## config.mk

```make
export PLATFORM = sky130hd
export DESIGN_NAME = operand_stack_ctrl_flat
export DESIGN_NICKNAME = d
export VERILOG_FILES = /design/src/rtl/operand_stack_ctrl_if.sv /design/src/rtl/operand_stack_ctrl.sv /design/src/flat_wrapper.sv
export SDC_FILE = /design/constraint.sdc
export NUM_CORES = 1
export LEC_CHECK = 0
export ABC_AREA = 1
export BUFFER_PORTS_ARGS = -buffer_cell sky130_fd_sc_hd__buf_2
export CORE_MARGIN = 2
export CORE_UTILIZATION = 45
export DETAILED_ROUTE_END_ITERATION = 10
export PLACE_DENSITY = 0.67
export SLEW_MARGIN = 10
export SYNTH_ARGS = -nofsm -noshare
export SYNTH_HDL_FRONTEND = slang
export SYNTH_SLANG_ARGS = --single-unit
```

## constraint.sdc

```tcl
create_clock -name clk -period 7.3 [get_ports clk]
set_clock_uncertainty 0.15 [all_clocks]
set_input_delay 1.825 -clock clk [delete_from_list [all_inputs] [get_ports clk]]
set_output_delay 1.825 -clock clk [all_outputs]
set_load 0.02 [all_outputs]
```

## src/rtl/operand_stack_ctrl_if.sv

```systemverilog
// Decoder-to-controller instruction handshake: valid/ready with opcode and immediate.
interface operand_stack_ctrl_if #(
    parameter int unsigned ST_WIDTH = 32
);
    logic                in_valid;
    logic                in_ready;
    logic [3:0]          in_op;
    logic [ST_WIDTH-1:0] in_imm;

    modport master (output in_valid, output in_op, output in_imm, input in_ready);
    modport slave  (input in_valid, input in_op, input in_imm, output in_ready);
endinterface

```

## src/rtl/operand_stack_ctrl.sv

```systemverilog
// WASM operand-stack driver: accepts stack-class instructions, tracks shadow depth,
// issues one push/pop command per legal instruction and raises a sticky trap on faults.
module operand_stack_ctrl #(
    parameter int unsigned ST_WIDTH = 32,
    parameter int unsigned ST_DEPTH = 16,
    parameter int unsigned DEPTH_W  = 4
) (
    input  logic                  clk,
    input  logic                  rst_n,
    operand_stack_ctrl_if.slave   dec,
    input  logic [3*ST_WIDTH-1:0] stk_pop_window,
    output logic                  stk_push_num,
    output logic [1:0]            stk_pop_num,
    output logic [ST_WIDTH-1:0]   stk_push_data,
    output logic [DEPTH_W-1:0]    depth,
    output logic                  retire,
    output logic                  trap,
    output logic [1:0]            trap_code
);

    typedef enum logic {
        RUN  = 1'b0,
        TRAP = 1'b1
    } state_e;

    typedef enum logic [3:0] {
        OP_NOP    = 4'h0,
        OP_CONST  = 4'h1,
        OP_DROP   = 4'h2,
        OP_ADD    = 4'h3,
        OP_SUB    = 4'h4,
        OP_AND    = 4'h5,
        OP_OR     = 4'h6,
        OP_XOR    = 4'h7,
        OP_EQZ    = 4'h8,
        OP_EQ     = 4'h9,
        OP_LTU    = 4'hA,
        OP_SELECT = 4'hB
    } op_e;

    state_e                state_q, state_d;
    logic                  v_q, v_d;
    logic [3:0]            op_q, op_d;
    logic [ST_WIDTH-1:0]   imm_q, imm_d;
    logic [DEPTH_W-1:0]    depth_q, depth_d;
    logic                  trap_q, trap_d;
    logic [1:0]            code_q, code_d;

    logic [ST_WIDTH-1:0]   top, second, third;
    logic [1:0]            pops;
    logic                  push;
    logic                  illegal;
    logic [ST_WIDTH-1:0]   result;
    logic [DEPTH_W:0]      depth_ext, depth_new;
    logic [1:0]            fault_code;
    logic                  exec;

    assign top    = stk_pop_window[ST_WIDTH-1:0];
    assign second = stk_pop_window[2*ST_WIDTH-1:ST_WIDTH];
    assign third  = stk_pop_window[3*ST_WIDTH-1:2*ST_WIDTH];

    assign dec.in_ready = (state_q == RUN);
    assign exec         = v_q && (state_q == RUN);

    always_comb begin
        pops    = 2'd0;
        push    = 1'b0;
        illegal = 1'b0;
        result  = '0;
        case (op_q)
            OP_NOP:    ;
            OP_CONST:  begin push = 1'b1; result = imm_q; end
            OP_DROP:   pops = 2'd1;
            OP_ADD:    begin pops = 2'd2; push = 1'b1; result = second + top; end
            OP_SUB:    begin pops = 2'd2; push = 1'b1; result = second - top; end
            OP_AND:    begin pops = 2'd2; push = 1'b1; result = second & top; end
            OP_OR:     begin pops = 2'd2; push = 1'b1; result = second | top; end
            OP_XOR:    begin pops = 2'd2; push = 1'b1; result = second ^ top; end
            OP_EQZ:    begin pops = 2'd1; push = 1'b1; result = ST_WIDTH'(top == '0); end
            OP_EQ:     begin pops = 2'd2; push = 1'b1; result = ST_WIDTH'(second == top); end
            OP_LTU:    begin pops = 2'd2; push = 1'b1; result = ST_WIDTH'(second < top); end
            OP_SELECT: begin pops = 2'd3; push = 1'b1; result = (top != '0) ? third : second; end
            default:   illegal = 1'b1;
        endcase
    end

    // Overflow is only evaluated once underflow is ruled out, so depth_new never wraps.
    always_comb begin
        depth_ext  = {1'b0, depth_q};
        depth_new  = depth_ext - (DEPTH_W+1)'(pops) + (DEPTH_W+1)'(push);
        fault_code = 2'd0;
        if (illegal)
            fault_code = 2'd3;
        else if (depth_ext < (DEPTH_W+1)'(pops))
            fault_code = 2'd1;
        else if (depth_new > (DEPTH_W+1)'(ST_DEPTH-1))
            fault_code = 2'd2;
    end

    always_comb begin
        state_d       = state_q;
        v_d           = 1'b0;
        op_d          = op_q;
        imm_d         = imm_q;
        depth_d       = depth_q;
        trap_d        = trap_q;
        code_d        = code_q;
        stk_push_num  = 1'b0;
        stk_pop_num   = 2'd0;
        stk_push_data = '0;
        retire        = 1'b0;

        if (dec.in_valid && dec.in_ready) begin
            v_d   = 1'b1;
            op_d  = dec.in_op;
            imm_d = dec.in_imm;
        end

        if (exec) begin
            if (fault_code != 2'd0) begin
                state_d = TRAP;
                trap_d  = 1'b1;
                code_d  = fault_code;
                v_d     = 1'b0;
            end else begin
                stk_push_num  = push;
                stk_pop_num   = pops;
                stk_push_data = push ? result : '0;
                retire        = 1'b1;
                depth_d       = depth_new[DEPTH_W-1:0];
            end
        end
    end

    always_ff @(posedge clk or negedge rst_n) begin
        if (!rst_n) begin
            state_q <= RUN;
            v_q     <= 1'b0;
            op_q    <= '0;
            imm_q   <= '0;
            depth_q <= '0;
            trap_q  <= 1'b0;
            code_q  <= '0;
        end else begin
            state_q <= state_d;
            v_q     <= v_d;
            op_q    <= op_d;
            imm_q   <= imm_d;
            depth_q <= depth_d;
            trap_q  <= trap_d;
            code_q  <= code_d;
        end
    end

    assign depth     = depth_q;
    assign trap      = trap_q;
    assign trap_code = code_q;

endmodule

```

## src/flat_wrapper.sv

```systemverilog
// flat-port wrapper written by rule: the top's interface ports become plain ports
module operand_stack_ctrl_flat 
#(
    parameter int unsigned ST_WIDTH = 32,
    parameter int unsigned ST_DEPTH = 16,
    parameter int unsigned DEPTH_W  = 4
)
  (clk, rst_n, stk_pop_window, stk_push_num, stk_pop_num, stk_push_data, depth, retire, trap, trap_code, dec_in_valid, dec_in_op, dec_in_imm, dec_in_ready);
  operand_stack_ctrl_if #(.ST_WIDTH(ST_WIDTH)) dec_i ();
  input  logic clk;
  input  logic rst_n;
  input  logic [3*ST_WIDTH-1:0] stk_pop_window;
  output logic stk_push_num;
  output logic [1:0] stk_pop_num;
  output logic [ST_WIDTH-1:0] stk_push_data;
  output logic [DEPTH_W-1:0] depth;
  output logic retire;
  output logic trap;
  output logic [1:0] trap_code;
  input wire logic [$bits(dec_i.in_valid)-1:0] dec_in_valid;
  input wire logic [$bits(dec_i.in_op)-1:0] dec_in_op;
  input wire logic [$bits(dec_i.in_imm)-1:0] dec_in_imm;
  output wire logic [$bits(dec_i.in_ready)-1:0] dec_in_ready;
  assign dec_i.in_valid = dec_in_valid;
  assign dec_i.in_op = dec_in_op;
  assign dec_i.in_imm = dec_in_imm;
  assign dec_in_ready = dec_i.in_ready;
  operand_stack_ctrl #(.ST_WIDTH(ST_WIDTH), .ST_DEPTH(ST_DEPTH), .DEPTH_W(DEPTH_W)) u_core (.clk(clk), .rst_n(rst_n), .dec(dec_i), .stk_pop_window(stk_pop_window), .stk_push_num(stk_push_num), .stk_pop_num(stk_pop_num), .stk_push_data(stk_push_data), .depth(depth), .retire(retire), .trap(trap), .trap_code(trap_code));
endmodule
```

==> flow_metrics.tcl, run 1 <==
set metrics [dict create \
    power_density_nw_per_um2 202.6 \
    worstHoldPathType "reg2reg" \
    antenna_left 0 \
    ys_seq_area_share_pct 11.59 \
    diodes 0 \
    fillers 2345 \
    worst-slew-pin-transition_ns 1.246 \
    finalSetupViolations 0 \
    yosys.area.top_type "nand2_1" \
    grt-ovfl-total 0 \
    grt_pass1_vias 10890 \
    fp.coreArea_um2 20890 \
    cts_tree "built" \
    port_buffers 178 \
    netlist.area_leader.share_pct 21.42 \
    ys.flop_type "dfrtp_1" \
    min_to "u_core.imm_q[23]" \
    drt_wl_total_um 39330 \
    cts.clk_slew.worst_paths_ns 0.06 \
    crit_arrival_ns 4.74 \
    clock_latency_ns 0.28 \
    die_w_um 149.3 \
    wl_per_cell_um 18.71 \
    cp_common_cell "nand2_1" \
    drv_slew 0 \
    cts_hold_buf 0 \
    crit_chain "inv_1, ha_1, nand3_1, nand2_1, a211oi_1, ha_1, fa_1, nand2_1, a21oi_1, nor2_1, xor2_1, nand2_2, nor2_4, nand2_4, inv_2, nand2_1, inv_1, buf_2" \
    antenna_found_initial 4 \
    drtPass1Iterations 6 \
    r2r-end "u_core.depth[3]" \
    multi_input_area_um2 6759 \
    postCtsSetupBuffers 0 \
    ys_warn_count 0 \
    swShare_pct 51.60 \
    vias 11670 \
    fin_crit_sh_pct 92.00 \
    period_minus_slack_ns 6.716 \
    grt_max_degree 46 \
    hold_slack_ns 0.3567 \
    ff2ff_path_depth 16 \
    internal_power_w 0.001044 \
    p_switching_w 0.001113 \
    hpwlAfterDp_um 31910 \
    cts.repair.resized 0 \
    holdCritStartpoint "u_core.imm_q[23]" \
    grt_pass1_wl_um 59280 \
    vias_per_cell 5.551 \
    fmax_mhz 148.9 \
    rows 53 \
    cts.sinks 44 \
    synth_most_common_cell "nand2_1" \
    slowest_stage "a211oi_1" \
    syn_nets 1940 \
    cts_buffers 5 \
    end_kind "primary output" \
    seqCellArea_um2 1101 \
    crit_type "reg2out" \
    clockPowerShare_pct 13.2 \
    final_hold_viol_count 0 \
    maxCapViolCount 0 \
    outcome "finished, final reports clean" \
    initial_core_util_pct 45.46 \
    die_area_um2 22280 \
    routabilityCongestion 1.006 \
    start_kind "flop" \
    cts_root_buf "clkbuf_16" \
    max-clock-path-buffers 2 \
    synth_edf_count 0 \
    ir_drop_v 0.0002780 \
    die_h_um 149.3 \
    seqPwrFrac_pct 22.6 \
    maxSlewHeadroom_pct 16.43 \
    ys_types 45 \
    synth.avg_cell_area_um2 5.606 \
    reg2reg_from "u_core.op_q[2]" \
    syn_inst 1694 \
    critPathMaxStageDelay_ns 0.52 \
    syn_area_um2 9497 \
    synthToLayoutAreaGrowth_pct 12.11 \
    grt_usage_pct 34.90 \
    synth_area_leaders "nand2_1, ha_1, inv_1" \
    synthArstFlopShare_pct 100.0 \
    synth_common_cells "nand2_1, inv_1, nand3_1" \
    layout-drive-gt1-share_pct 13.41 \
    htree_levels 2 \
    leakage_nw 6.449 \
    r2r_setup_slack_ns 3.39 \
    drt_iter0_markers 1277 \
    hold_path_depth 1 \
    worstPathMaxFanout 22 \
    pwr-share-comb_pct 64.3 \
    drc 0 \
    crit_required_ns 5.33 \
    rsz0062_at_grt "no" \
    tns_ns 0 \
    nNetsFinal 2073 \
    ys_seq_elements 44 \
    io_pins 179 \
]
-- cells by family after synthesis --
group | count (synthesis) | share of synthesized area (%)
AOI/OAI and AO/OA | 192 | 12.41
xor gates and xnor gates | 4 | 0.3689
adders and majority gates | 111 | 14.94
buffers and inverters | 411 | 17.36
DFF | 44 | 11.59
muxes | 31 | 3.676
and+or+nand+nor | 901 | 39.64
-- metal layers --
metal,wire length [um],global-route usage [%]
met2,16090,51.18
met3,5348,10.43
met4,1656,14.48
met1,16210,47.57
met5,21,0
-- how the worst max path moves through the flow --
| stage | to | slack, ns | from | depth (start not counted) |
|---|---|---|---|---|
| 6_report | stk_push_data[17] | 0.58 | u_core.op_q[2] | 18 |
| 5_1_grt | stk_push_data[18] | 0.33 | u_core.op_q[2] | 18 |
| 4_1_cts | stk_push_data[25] | 0.67 | u_core.op_q[2] | 18 |
| 3_5_place_dp | stk_push_data[22] | 0.89 | stk_pop_window[0] | 17 |
| 3_3_place_gp | stk_push_data[22] | 0.93 | stk_pop_window[0] | 17 |
| 2_1_floorplan | stk_push_data[2] | 1.73 | u_core.op_q[2] | 20 |
-- state kept, by name, indices dropped and copies added, names as in the netlist --
register          flops
u_core.op_q           4
u_core.imm_q         32
u_core.v_q            1
u_core.state_q        1
u_core.trap_code      2
u_core.depth          4
-- worst max-delay path, delay by kind of cell, from the launching register on --
family          cells  cell delay (ns)
compound gates      2             0.58
xor+xnor            1             0.22
fa+ha+maj           3             1.00
buf+inv             4             0.84
flops               1             0.38
simple gates        8             1.41
-- metrics by stage --
stage	util [%]	worst slack, ns	cells	area, um2	total power (W)
final	50.97	0.5841	2102	10650	0.002157
after detailed placement	50.08	0.8914	2095	10460	0.001818
after global placement	50.08	0.9310	2095	10460	0.001806
after CTS	50.97	0.6686	2102	10650	0.002112
after global routing	50.97	0.3344	2102	10650	0.002325
after floorplan	-	1.727	1694	9497	0.001372
-- power groups by stage --
stage	clock, W	combinational [W]	sequential [W]
floorplan	0	0.000936	0.000437
global placement	0	0.00133	0.000476
detailed placement	0	0.00134	0.000481
CTS	0.000292	0.00134	0.000478
global route	0.000302	0.00153	0.000496
finish	0.000284	0.00139	0.000487
-- layout by cell type, fill, tap and decap left out, types with 14 or more instances in the layout --
cell type / netlist / final
o22ai_1: 24 / 24
mux2_2: 31 / 31
nor2_1: 135 / 133
buf_2: 36 / 178
dfrtp_1: 44 / 44
nand3_1: 156 / 156
o21ai_0: 31 / 31
a221oi_1: 20 / 20
nand4_1: 34 / 34
a21oi_1: 69 / 69
nor3_1: 14 / 14
inv_1: 337 / 337
ha_1: 107 / 107
nand2_1: 542 / 541
o21bai_1: 16 / 16
-- layout make-up --
class	count	share of cell area [%]
Sequential cell	44	10.34
Clock inverter	2	0.5641
Tap cell	275	3.232
Multi-Input combinational cell	1239	63.49
Inverter	354	12.48
Timing Repair Buffer	183	8.720
Clock buffer	5	1.175
Power figures use the tool's default switching activity.
==> inputs of run 2 (changes only) <==
Settings changed: ABC_AREA 1 to unset, PLACE_DENSITY 0.67 to 0.68.
==> run 2 against run 1 <==
  * Clock power about the same
  * Final area shrank 12%
  * Critical path type is now in2out
  * Utilization rose by 2.6 points
==> flow_metrics.tcl, run 2 <==
set metrics [dict create \
    outcome "finished, final reports clean" \
    max-clock-path-buffers 2 \
    netlist.area_leader.share_pct 16.60 \
    cts_buffers 5 \
    initial_core_util_pct 46.31 \
    dp_slack_ns 0.4657 \
    worstPathMaxFanout 8 \
    ys_seq_area_share_pct 13.65 \
    cts.clk_slew.worst_paths_ns 0.07 \
    ys_seq_elements 44 \
    cts_root_buf "clkbuf_16" \
    vias_per_cell 6.121 \
    yosys.area.top_type "ha_1" \
    max_flop_register "u_core.imm_q" \
    power_density_nw_per_um2 225.8 \
    slowest_stage "o31ai_2" \
    tns_ns 0 \
    r2r_setup_slack_ns 3.37 \
    leakage_nw 4.408 \
    synth_common_cells "a21oi_1, ha_1, inv_1" \
    antenna_found_initial 1 \
    maxCapViolCount 0 \
    syn_area_um2 8065 \
    fp.coreArea_um2 17420 \
    nNetsFinal 1468 \
    syn_inst 1083 \
    final_cell_mix "buf_2, a21oi_1, ha_1" \
    ys_warn_count 0 \
    crit_arrival_ns 5.01 \
    p_total_w 0.002105 \
    hold_slack_ns 0.3272 \
    maxSlewHeadroom_pct 37.26 \
    ir_drop_v 0.0002448 \
    io_pins 179 \
    htree_levels 2 \
    postCtsSetupBuffers 0 \
    drc 0 \
    synthToLayoutAreaGrowth_pct 15.58 \
    grt_pass1_vias 8793 \
    crit_type "in2out" \
    port_buffers 178 \
    utilization_pct 53.52 \
    die_h_um 137.9 \
    cts_tree "built" \
    cp_common_cell "buf_2" \
    rsz0062_at_grt "no" \
    drv_slew 0 \
    start_kind "input pin" \
    cts.repair.resized 0 \
    largest_reg_flops 32 \
    period_minus_slack_ns 6.989 \
    grt-ovfl-total 0 \
    clock_latency_ns 0.31 \
    vias 8869 \
    syn_nets 1329 \
    layout-drive-gt1-share_pct 22.98 \
    critPathMaxStageDelay_ns 0.46 \
    crit_chain "buf_2, inv_1, ha_1, fa_1, o311a_2, o21ai_2, nor3_1, o31ai_2, a211oi_2, o22a_1, a22o_1, a21oi_1, buf_2" \
    cts.sinks 44 \
    synth_area_leaders "ha_1, dfrtp_1, a21oi_1" \
    routabilityCongestion 0.9555 \
    fin_crit_sh_pct 95.74 \
    layout_commonest_cell "buf_2" \
    drt_wl_total_um 28950 \
    drtPass1Iterations 5 \
    end_kind "primary output" \
    rows 48 \
    worst-slew-pin-transition_ns 0.9411 \
    finalSetupViolations 0 \
    synth_edf_count 0 \
    setup_slack_ns 0.3110 \
    grt_pass1_wl_um 45620 \
    drt_iter0_markers 776 \
    hpwlAfterDp_um 22100 \
    die_area_um2 19010 \
    antenna_left 0 \
    fmax_mhz 143.1 \
    grt_usage_pct 30.51 \
    cts_hold_buf 0 \
    ys_types 78 \
    worstHoldPathType "reg2reg" \
    crit_required_ns 5.33 \
    final_hold_viol_count 0 \
    wl_per_cell_um 19.98 \
    ys.flop_type "dfrtp_1" \
    synthArstFlopShare_pct 100.0 \
    grt_max_degree 45 \
    synth.avg_cell_area_um2 7.447 \
    die_w_um 137.9 \
]
-- run 2: cell types whose count changed in the layout (fill, tap and decap cells not counted), sizes merged, moves of 22 or more --
cell   previous run  this run
o21ai            35        69
nor2            140        87
inv             346       109
nand3           156        20
nand4            34         9
a21oi            69       108
a22oi             0        22
nand2           546        61
-- run 2: metrics by stage --
stage / cell area, um2 / std cells
2_1_floorplan: 8065 / 1083
3_3_place_gp: 9148 / 1440
3_5_place_dp: 9148 / 1440
4_1_cts: 9319 / 1448
5_1_grt: 9319 / 1448
6_report: 9321 / 1449
-- run 2: logic make-up after synthesis --
group                      count (synthesis)  synth area share, %
adders and majority gates                111                17.59
muxes                                     68                9.230
buffers and inverters                    175                8.455
xor gates and xnor gates                  17                1.846
AOI/OAI and AO/OA                        384                32.27
DFF                                       44                13.65
and+or+nand+nor                          284                16.96
-- run 2: worst max-delay path, delay by kind of cell --
kind                       cells  cell delay (ns)
and+or+nand+nor                1             0.11
buffers and inverters          3             0.41
AOI/OAI and AO/OA              7             2.01
adders and majority gates      2             0.65
-- run 2: metal layers --
layer / vias to the layer above / track usage (%) / share of wire [%]
met5: - / 0 / 0
met4: 0 / 8.957 / 2.4
met3: 58 / 5.409 / 7.6
met2: 373 / 50.72 / 45
met1: 4190 / 40.39 / 45
li1: 4248 / - / -
-- run 2: power breakdown --
part           switching [W]  internal [W]
registers          0.0000892      0.000363
logic               0.000807      0.000562
clock network       0.000121      0.000163
-- run 2: area by class of cell --
class / instances / area [um2]
flip-flops and latches: 44 / 1101
diodes: 1 / 2.502
well taps: 225 / 281.5
multi-input cells: 864 / 6299
clock inverters: 3 / 46.29
fillers: 1753 / 8095
repair buffers: 199 / 1061
clock buffers: 5 / 125.1
inverters: 108 / 405.4
-- run 2: worst paths after layout --
path | start | end | cells after the start
max | stk_pop_window[32] | stk_push_data[30] | 13
min | u_core.trap_code[0] | u_core.trap_code[0] | 2
max reg2reg | u_core.op_q[0] | u_core.depth[0] | 16
min reg2reg | u_core.trap_code[0] | u_core.trap_code[0] | 2
max in group asynchronous | rst_n | u_core.depth[2] | 2
min in group asynchronous | rst_n | u_core.imm_q[15] | 2
==> inputs of run 3 (changes only) <==
Settings changed: CELL_PAD_IN_SITES_DETAIL_PLACEMENT set to 1, CELL_PAD_IN_SITES_GLOBAL_PLACEMENT set to 1, CORE_UTILIZATION 45 to 41, PLACE_DENSITY 0.68 to unset, PLACE_DENSITY_LB_ADDON set to 0.1.
Clock period 7.3 ns to 7.2 ns, I/O delays scaled along.
==> run 3 against run 2 <==
  * Final cell count increased by 3.5%
  * Combinational power increased by 4%
  * Global-route usage decreased by 0.080 points
  * Critical endpoint unchanged
  * Worst hold slack improved by 0.015 ns
  * Highest routed layer unchanged
  * Critical path type unchanged
  * Total power increased by 4.6%
  * Register-to-register slack got worse by 0.09 ns
==> flow_metrics.tcl, run 3 (same netlist as run 2, synthesis figures left out) <==
set metrics [dict create \
    outcome "finished, final reports clean" \
    worstPathMaxFanout 4 \
    final_hold_viol_count 0 \
    crit_start "stk_pop_window[0]" \
    die_area_um2 20810 \
    crit_required_ns 5.25 \
    htree_levels 2 \
    period_minus_slack_ns 6.963 \
    start_kind "input pin" \
    drv_slew 0 \
    worst-path-stages 13 \
    cts.repair.resized 0 \
    hold_path_depth 2 \
    end_kind "primary output" \
    hold_slack_ns 0.3420 \
    r2r_setup_slack_ns 3.28 \
    leakage_nw 4.456 \
    wl_per_cell_um 21.12 \
    grt_pass1_wl_um 49580 \
    utilization_pct 48.63 \
    fp.coreArea_um2 19400 \
    ir_drop_v 0.0001894 \
    cts_tree "built" \
    fin_crit_sh_pct 96.71 \
    reg2reg_from "u_core.op_q[0]" \
    cts.clk_slew.worst_paths_ns 0.08 \
    min_to "u_core.trap_code[0]" \
    crit_type "in2out" \
    rsz0062_at_grt "no" \
    max-clock-path-buffers 2 \
    clock_latency_ns 0.33 \
    ff2ff_path_depth 17 \
    finalSetupViolations 0 \
    cts_buffers 5 \
    drtPass1Iterations 4 \
    drt_iter0_markers 526 \
    max_flop_register "u_core.imm_q" \
    largest_reg_flops 32 \
    synthToLayoutAreaGrowth_pct 16.96 \
    worst-slew-pin-transition_ns 1.267 \
    slowest_stage "fa_1" \
    p_total_w 0.002202 \
    cts.sinks 44 \
    r2r-end "u_core.depth[0]" \
    initial_core_util_pct 41.58 \
    die_w_um 144.3 \
    cts_root_buf "clkbuf_16" \
    maxSlewHeadroom_pct 15.51 \
    final_cell_mix "buf_2, a21oi_1, ha_1" \
    antenna_found_initial 1 \
    grt_max_degree 45 \
    hpwlAfterDp_um 24780 \
    vias_per_cell 5.998 \
    critPathTopFamily "compound AO/OA/AOI/OAI gates" \
    routabilityCongestion 0.8878 \
    fmax_mhz 143.6 \
    nNetsFinal 1478 \
    stdcell_area_um2 9433 \
    maxCapViolCount 0 \
    cp.buffers_inverters 2 \
    drt_wl_total_um 31650 \
    critPathMaxStageDelay_ns 0.46 \
    grt_usage_pct 30.43 \
    crit_arrival_ns 5.01 \
    crit_chain "buf_2, ha_1, fa_1, a211oi_1, nor2_1, o221a_2, o211ai_1, nand2_1, nor4bb_1, nor3_1, a22o_1, a21oi_1, buf_2" \
    io_pins 179 \
    fillers 2578 \
    power_density_nw_per_um2 233.4 \
    drc 0 \
    tns_ns 0 \
    rows 51 \
    die_h_um 144.3 \
    port_buffers 178 \
    cp_common_cell "buf_2" \
    place_area_um2 9259 \
    worstHoldPathType "reg2reg" \
    vias 8991 \
    cts_hold_buf 0 \
    postCtsSetupBuffers 0 \
    layout-drive-gt1-share_pct 23.52 \
    grt-ovfl-total 0 \
    antenna_left 0 \
    holdCritStartpoint "u_core.trap_code[0]" \
    layout_commonest_cell "buf_2" \
    grt_pass1_vias 9177 \
]
-- run 3: cell types whose count changed in the layout (fill, tap and decap cells not counted), sizes merged --
| cell | change |
|---|---|
| buf | +10 |
-- run 3: worst max-delay path by stage --
stage	end	slack, ns
after CTS	stk_push_data[29]	0.26
final	stk_push_data[30]	0.24
after global routing	stk_push_data[30]	0.03
after floorplan	stk_push_data[30]	0.98
after detailed placement	stk_push_data[29]	0.27
after global placement	stk_push_data[30]	0.35
-- run 3: area by class of cell --
class	instances	area [um2]	share of cell area [%]
multi-input cells	864	6297	66.76
repair buffers	209	1124	11.91
flip-flops and latches	44	1101	11.67
inverters	108	405.4	4.298
well taps	265	331.6	3.515
clock buffers	5	125.1	1.326
clock inverters	3	46.29	0.4908
diodes	1	2.502	0.02653
-- run 3: worst reg2reg max path: cells and delay by family, from the launching register on --
kind,cells,cell delay [ns]
compound gates,3,0.35
xor+xnor,1,0.13
fa+ha+maj,3,1.00
buf+inv,3,0.37
flops,1,0.59
simple gates,7,1.26
-- run 3: metrics by stage --
stage               cells  worst slack (ns)
detailed placement   1490            0.2736
floorplan            1083            0.9756
finish               1499            0.2366
global placement     1490            0.3541
global route         1498           0.02725
CTS                  1498            0.2606
-- run 3: report_power, final --
group | switching (W) | internal [W]
sequential | 0.0000944 | 0.000367
clock | 0.000142 | 0.000166
combinational | 0.000846 | 0.000585
total | 0.00108 | 0.00112
-- run 3: metal layers --
metal  vias up  part of all wire (%)  GRT usage (%)
li1       4266                     -              -
met1      4419                    45          41.15
met2       275                    48          53.06
met3        31                   5.2          2.914
met4         0                   1.3          5.876
met5         -                     0              0
